--- src/rtl/ppl_pkg.sv ---
// Shared encodings for the MEM-stage read-modify-write front end.
// Latency: n/a (types, constants and helper functions only).
// Backpressure: n/a.
package ppl_pkg;

    // Access size encodings carried on mSize; 2'b11 behaves as a word.
    localparam logic [1:0] SZ_BYTE = 2'b00;
    localparam logic [1:0] SZ_HALF = 2'b01;
    localparam logic [1:0] SZ_WORD = 2'b10;

    typedef enum logic {
        RMW_IDLE  = 1'b0,
        RMW_WRITE = 1'b1
    } rmw_state_t;

    // Byte index of the highest lane start for a given size. In big-endian
    // order the lane shift is measured down from this position.
    function automatic logic [1:0] lane_top(input logic [1:0] size);
        case (size)
            SZ_BYTE: lane_top = 2'd3;
            SZ_HALF: lane_top = 2'd2;
            default: lane_top = 2'd0;
        endcase
    endfunction

    // Right-justified mask covering one access of the given size.
    function automatic logic [31:0] lane_mask(input logic [1:0] size);
        case (size)
            SZ_BYTE: lane_mask = 32'h0000_00FF;
            SZ_HALF: lane_mask = 32'h0000_FFFF;
            default: lane_mask = 32'hFFFF_FFFF;
        endcase
    endfunction

endpackage

--- src/rtl/ppl_ld_align.sv ---
// Lane select plus sign/zero extension of a RAM read word; also reports the lane bit offset.
// Latency: purely combinational, zero cycles.
// Backpressure: none; follows its inputs every cycle.
module ppl_ld_align
    import ppl_pkg::*;
#(
    parameter bit BIG_ENDIAN = 1'b0
) (
    input  logic [31:0] rd_word,
    input  logic [1:0]  lane_lo,
    input  logic [1:0]  size,
    input  logic        sgn,
    output logic [4:0]  lane_sh,
    output logic [31:0] ld_data
);

    logic [31:0] shifted;

    // Locate the addressed lane, shift it down and extend it to 32 bits.
    always_comb begin
        if (BIG_ENDIAN) begin
            lane_sh = {lane_top(size) - lane_lo, 3'b000};
        end else begin
            lane_sh = {lane_lo, 3'b000};
        end
        shifted = rd_word >> lane_sh;
        case (size)
            SZ_BYTE: ld_data = {{24{sgn & shifted[7]}}, shifted[7:0]};
            SZ_HALF: ld_data = {{16{sgn & shifted[15]}}, shifted[15:0]};
            default: ld_data = rd_word;
        endcase
    end

endmodule

--- src/rtl/ppl_mem_rmw.sv ---
// MEM-stage data memory front end: byte/half stores become a 2-cycle read-modify-write, loads are aligned/extended.
// Latency: loads and word stores 0 cycles; sub-word stores 2 cycles (read, then write).
// Backpressure: stall is raised during the read cycle of a sub-word store; inputs must hold while stall is high.
// Optional: PPL_MEM_MISALIGN_TRAP_EN makes misaligned accesses pulse misalign and suppresses their write/load data.
module ppl_mem_rmw
    import ppl_pkg::*;
#(
    parameter bit BIG_ENDIAN = 1'b0,
    parameter int ADDR_W     = 32
) (
    input  logic              clk,
    input  logic              rst,
    input  logic [ADDR_W-1:0] mAddr,
    input  logic [31:0]       mData,
    input  logic              mWriteMem,
    input  logic              mReadMem,
    input  logic [1:0]        mSize,
    input  logic              mSigned,
    output logic [ADDR_W-1:0] dmem_addr,
    output logic [31:0]       dmem_din,
    output logic              dmem_we,
    input  logic [31:0]       dmem_dout,
    output logic [31:0]       ld_data,
    output logic              stall,
    output logic              misalign
);

    rmw_state_t  state_q, state_d;
    logic [31:0] merge_q, merge_d;

    logic        is_sub;
    logic        mis_act;
    logic [1:0]  lane_lo;
    logic [4:0]  lane_sh;
    logic [31:0] al_ld;
    logic [31:0] lmask;
    logic [31:0] merged;

    // Decode the access: size class, effective lane address and misalignment.
    always_comb begin
        is_sub = (mSize == SZ_BYTE) || (mSize == SZ_HALF);
        case (mSize)
            SZ_BYTE: lane_lo = mAddr[1:0];
            SZ_HALF: lane_lo = {mAddr[1], 1'b0};
            default: lane_lo = 2'b00;
        endcase
`ifdef PPL_MEM_MISALIGN_TRAP_EN
        mis_act = (mWriteMem || mReadMem) &&
                  (((mSize == SZ_HALF) && mAddr[0]) ||
                   (!is_sub && (mAddr[1:0] != 2'b00)));
`else
        // Low address bits that do not fit the size are simply dropped.
        mis_act = 1'b0;
`endif
    end

    ppl_ld_align #(
        .BIG_ENDIAN (BIG_ENDIAN)
    ) u_align (
        .rd_word (dmem_dout),
        .lane_lo (lane_lo),
        .size    (mSize),
        .sgn     (mSigned),
        .lane_sh (lane_sh),
        .ld_data (al_ld)
    );

    // Splice the store lane(s) into the word captured during the read cycle.
    always_comb begin
        lmask  = lane_mask(mSize);
        merged = (merge_q & ~(lmask << lane_sh)) | ((mData & lmask) << lane_sh);
    end

    // RMW control: next state, merge capture and memory-side outputs.
    always_comb begin
        state_d   = state_q;
        merge_d   = merge_q;
        dmem_addr = mAddr;
        dmem_din  = mData;
        dmem_we   = 1'b0;
        stall     = 1'b0;
        misalign  = mis_act;
        ld_data   = (mReadMem && !mis_act) ? al_ld : 32'h0;

        case (state_q)
            RMW_IDLE: begin
                if (mWriteMem && !mis_act) begin
                    if (is_sub) begin
                        stall   = 1'b1;
                        merge_d = dmem_dout;
                        state_d = RMW_WRITE;
                    end else begin
                        dmem_we = 1'b1;
                    end
                end
            end
            RMW_WRITE: begin
                dmem_din = merged;
                dmem_we  = 1'b1;
                state_d  = RMW_IDLE;
            end
            default: state_d = RMW_IDLE;
        endcase

        // A reset cycle never writes or stalls, even mid read-modify-write.
        if (rst) begin
            dmem_we  = 1'b0;
            stall    = 1'b0;
            misalign = 1'b0;
            state_d  = RMW_IDLE;
            merge_d  = 32'h0;
        end
    end

    // State and merge registers with synchronous reset.
    always_ff @(posedge clk) begin
        if (rst) begin
            state_q <= RMW_IDLE;
            merge_q <= 32'h0;
        end else begin
            state_q <= state_d;
            merge_q <= merge_d;
        end
    end

endmodule

--- config.mk ---
export PLATFORM = sky130hd
export DESIGN_NAME = ppl_mem_rmw
export DESIGN_NICKNAME = d
export VERILOG_FILES = /design/src/rtl/ppl_pkg.sv /design/src/rtl/ppl_ld_align.sv /design/src/rtl/ppl_mem_rmw.sv
export SDC_FILE = /design/constraint.sdc
export NUM_CORES = 1
export LEC_CHECK = 0
export CAP_MARGIN = 20
export CORE_MARGIN = 4
export CORE_UTILIZATION = 25
export CTS_BUF_LIST = sky130_fd_sc_hd__clkbuf_4 sky130_fd_sc_hd__clkbuf_8
export CTS_CLUSTER_SIZE = 14
export DETAILED_ROUTE_END_ITERATION = 6
export SLEW_MARGIN = 20
export SYNTH_ARGS = -nofsm -noshare
export SYNTH_HDL_FRONTEND = slang
export SYNTH_SLANG_ARGS = --single-unit
--- constraint.sdc ---
create_clock -name clk -period 6.7 [get_ports clk]
set_input_delay 1.675 -clock clk [delete_from_list [all_inputs] [get_ports clk]]
set_output_delay 1.675 -clock clk [all_outputs]
set_load 0.005 [all_outputs]
==> impl_metrics.py <==
metrics = {
    "power": {
        "p_per_area_mw_per_mm2": 137,
        "total_power_w": 0.000601,
        "leakage_nw": 1.73,
        "ir_drop_uv": 55.0,
    },
    "floorplanning": {
        "die_area_mm2": 0.0141,
        "coreArea_mm2": 0.0120,
        "start_util_pct": 25.5,
        "num_io_pins": 202,
        "rows": 40,
        "die_x_um": 119,
        "die_y_um": 119,
    },
    "setup_path": {
        "reg2regPathDepth": 4,
        "end_kind": "output pin",
        "crit_arrival_ns": 4.29,
        "regToRegEndpoint": "merge_q[19]",
        "r2r_slack_ns": 4.82,
        "required_ns": 5.03,
        "crit_type": "in2out",
        "rr_startpoint": "state_q",
        "start_kind": "input port",
        "crit_path_max_fanout": 10,
    },
    "grt": {
        "grt_overflow": 0,
        "grt_max_degree": 36,
        "grt_pass1_wl_um": 19400,
        "grt_pass1_vias": 3377,
        "grt_antenna_before_repair": 0,
        "grtUsageTotal_pct": 17.2,
    },
    "timing": {
        "tightestPinTransition_ns": 1.03,
        "hold_viol_final": 0,
        "finalSetupTns_ns": 0,
        "period_needed_ns": 5.96,
        "fin_worst_skew_ns": 0.00165,
        "setup_viol_count_final": 0,
        "slew-limit-headroom_pct": 31.3,
        "period_share_pct": 89.0,
        "rsz0062_at_grt": "no",
        "drv_slew": 0,
        "fmax_ghz": 0.168,
    },
    "outcome": {
        "outcome": "finished, final reports clean",
    },
    "synth": {
        "synth_area_mm2": 0.00306,
        "ys_ff_latch": 33,
        "synthDistinctLibCells": 39,
        "yosys_warnings": 0,
        "yosysTopAreaCellShare_pct": 21.6,
        "synth_ff_type": "dfxtp_1",
        "synth_area_leaders": "dfxtp_1 (22%), nand2_1 (20%), buf_4 (8.6%)",
        "yosysTopAreaCell": "dfxtp_1",
        "synth_edf_count": 0,
        "syn_avg_cell_area_um2": 6.64,
        "netlist_instances": 461,
        "synth_nets": 564,
        "yosysSeqAreaShare_pct": 21.6,
        "synthArstFlopShare_pct": 0,
    },
    "routing": {
        "drcViolationCount": 0,
        "wl_per_cell_um": 18.1,
        "viasPerCell": 5.02,
        "postRouteWirelength_um": 12600,
        "via_count": 3495,
        "drt_iter0_drc": 300,
        "antenna_left": 0,
        "firstDrtPassIters": 4,
    },
    "finish": {
        "syn_to_final_growth_pct": 42.9,
        "drive_gt1_share_pct": 8.01,
        "fin_util_pct": 36.4,
        "layout.area.seq_um2": 661,
        "multi_input_area_mm2": 0.00191,
        "num-nets-final": 652,
        "fillers": 1295,
        "diodes": 0,
        "final_cells": 696,
    },
    "hold_path": {
        "min_to": "merge_q[20]",
        "hold_depth": 2,
        "hold_path.class": "reg2reg",
        "min-delay-start": "merge_q[20]",
    },
    "cts": {
        "cts_buffers": 5,
        "cts.repair.resized": 0,
        "cts-root-buf": "clkbuf_8",
        "cts_setup_buffers": 0,
        "clock_sinks": 33,
        "clock_latency_ns": 0.28,
        "clockBufferDepth": 2,
        "ctsHoldBuffers": 0,
        "path_clk_slew_ns": 0.07,
        "cts_tree": "built",
        "htreeDepth": 2,
    },
    "placed_design": {
        "io_buffers": 140,
        "placed_cells": 689,
        "place.gp.congestion": 0.863,
        "dpl.hpwl_um": 9870,
    },
    "job": {
        "timing.max_cap.violations": 0,
    },
}
==> metal layers <==
metal / up-vias / track usage (%) / wire (µm)
met2: 184 / 26.4 / 5540
li1: 1698 / - / -
met5: - / 0 / 0
met1: 1593 / 24.2 / 5750
met3: 20 / 3.83 / 1100
met4: 0 / 4.63 / 192
==> critical path, stage by stage <==
cell	delay, ns
clkdlybuf4s50_1	0.63
nor3b_4	0.51
buf_4	0.27
mux4_1	0.56
and2_1	0.19
clkdlybuf4s50_1	0.45
==> cell usage after synthesis, types with 4 or more instances <==
master	n
a21oi_1	48
a221o_1	8
a22oi_1	8
buf_4	35
buf_6	6
clkbuf_1	22
dfxtp_1	33
inv_1	11
mux2_2	12
mux2i_1	13
nand2_1	159
nand2b_1	4
nor2_1	26
o21ai_0	31
o221a_2	7
==> cell usage in the layout, fill, tap and decap left out, types with 4 or more instances in the layout <==
| master | instances |
|---|---|
| a21oi_1 | 48 |
| o221a_2 | 7 |
| a221o_1 | 8 |
| clkdlybuf4s50_1 | 140 |
| inv_1 | 11 |
| dfxtp_1 | 33 |
| mux2i_1 | 13 |
| o21ai_0 | 31 |
| mux2_2 | 12 |
| clkbuf_8 | 6 |
| a22oi_1 | 8 |
| buf_4 | 10 |
| nor2_1 | 26 |
| nand2_1 | 159 |
| nand2b_1 | 4 |
==> area by class of cell <==
class / count / area share (%)
multi-input combinational: 347 / 43.8
clock buffer: 7 / 2.06
tap: 147 / 4.21
sequential: 33 / 15.1
timing repair buffer: 150 / 33.8
inverter: 12 / 1.03
==> logic make-up after synthesis <==
family          after synthesis  synth area share [%]
flops                        33                  21.6
buf+inv                      81                  15.8
mux                          27                  10.4
compound gates              118                  25.5
simple gates                201                  26.6
other cells                   1                 0.123
==> metrics by stage <==
| stage | setup slack (ns) | area, µm² | hold slack, ns |
|---|---|---|---|
| after detailed placement | 0.748 | 4280 | 0.449 |
| final | 0.739 | 4370 | 0.456 |
| after global routing | 0.538 | 4370 | 0.474 |
| after CTS | 0.731 | 4370 | 0.459 |
| after global placement | 0.829 | 4280 | 0.444 |
| after floorplan | 2.10 | 3060 | 0.434 |
==> how the worst max path moves through the flow <==
stage / cells after the start / slack [ns] / end / from
after floorplan: 4 / 2.10 / ld_data[0] / mSize[1]
after global placement: 6 / 0.83 / ld_data[0] / mAddr[0]
after detailed placement: 7 / 0.75 / ld_data[26] / mAddr[0]
after CTS: 7 / 0.73 / ld_data[26] / mAddr[0]
after global routing: 7 / 0.54 / ld_data[19] / mAddr[0]
final: 6 / 0.74 / ld_data[0] / mAddr[0]
==> where the power goes <==
part | total [W] | internal, W | switching [W]
Combinational | 0.000234 | 0.000126 | 0.000108
Clock | 0.000156 | 0.0000855 | 0.0000703
Sequential | 0.000211 | 0.000205 | 0.00000588
==> state kept, by name, summed over array words and instances, names as in the netlist <==
name	flops
merge_q	32
state_q	1
Note: power is estimated with default switching activity, not from simulation.
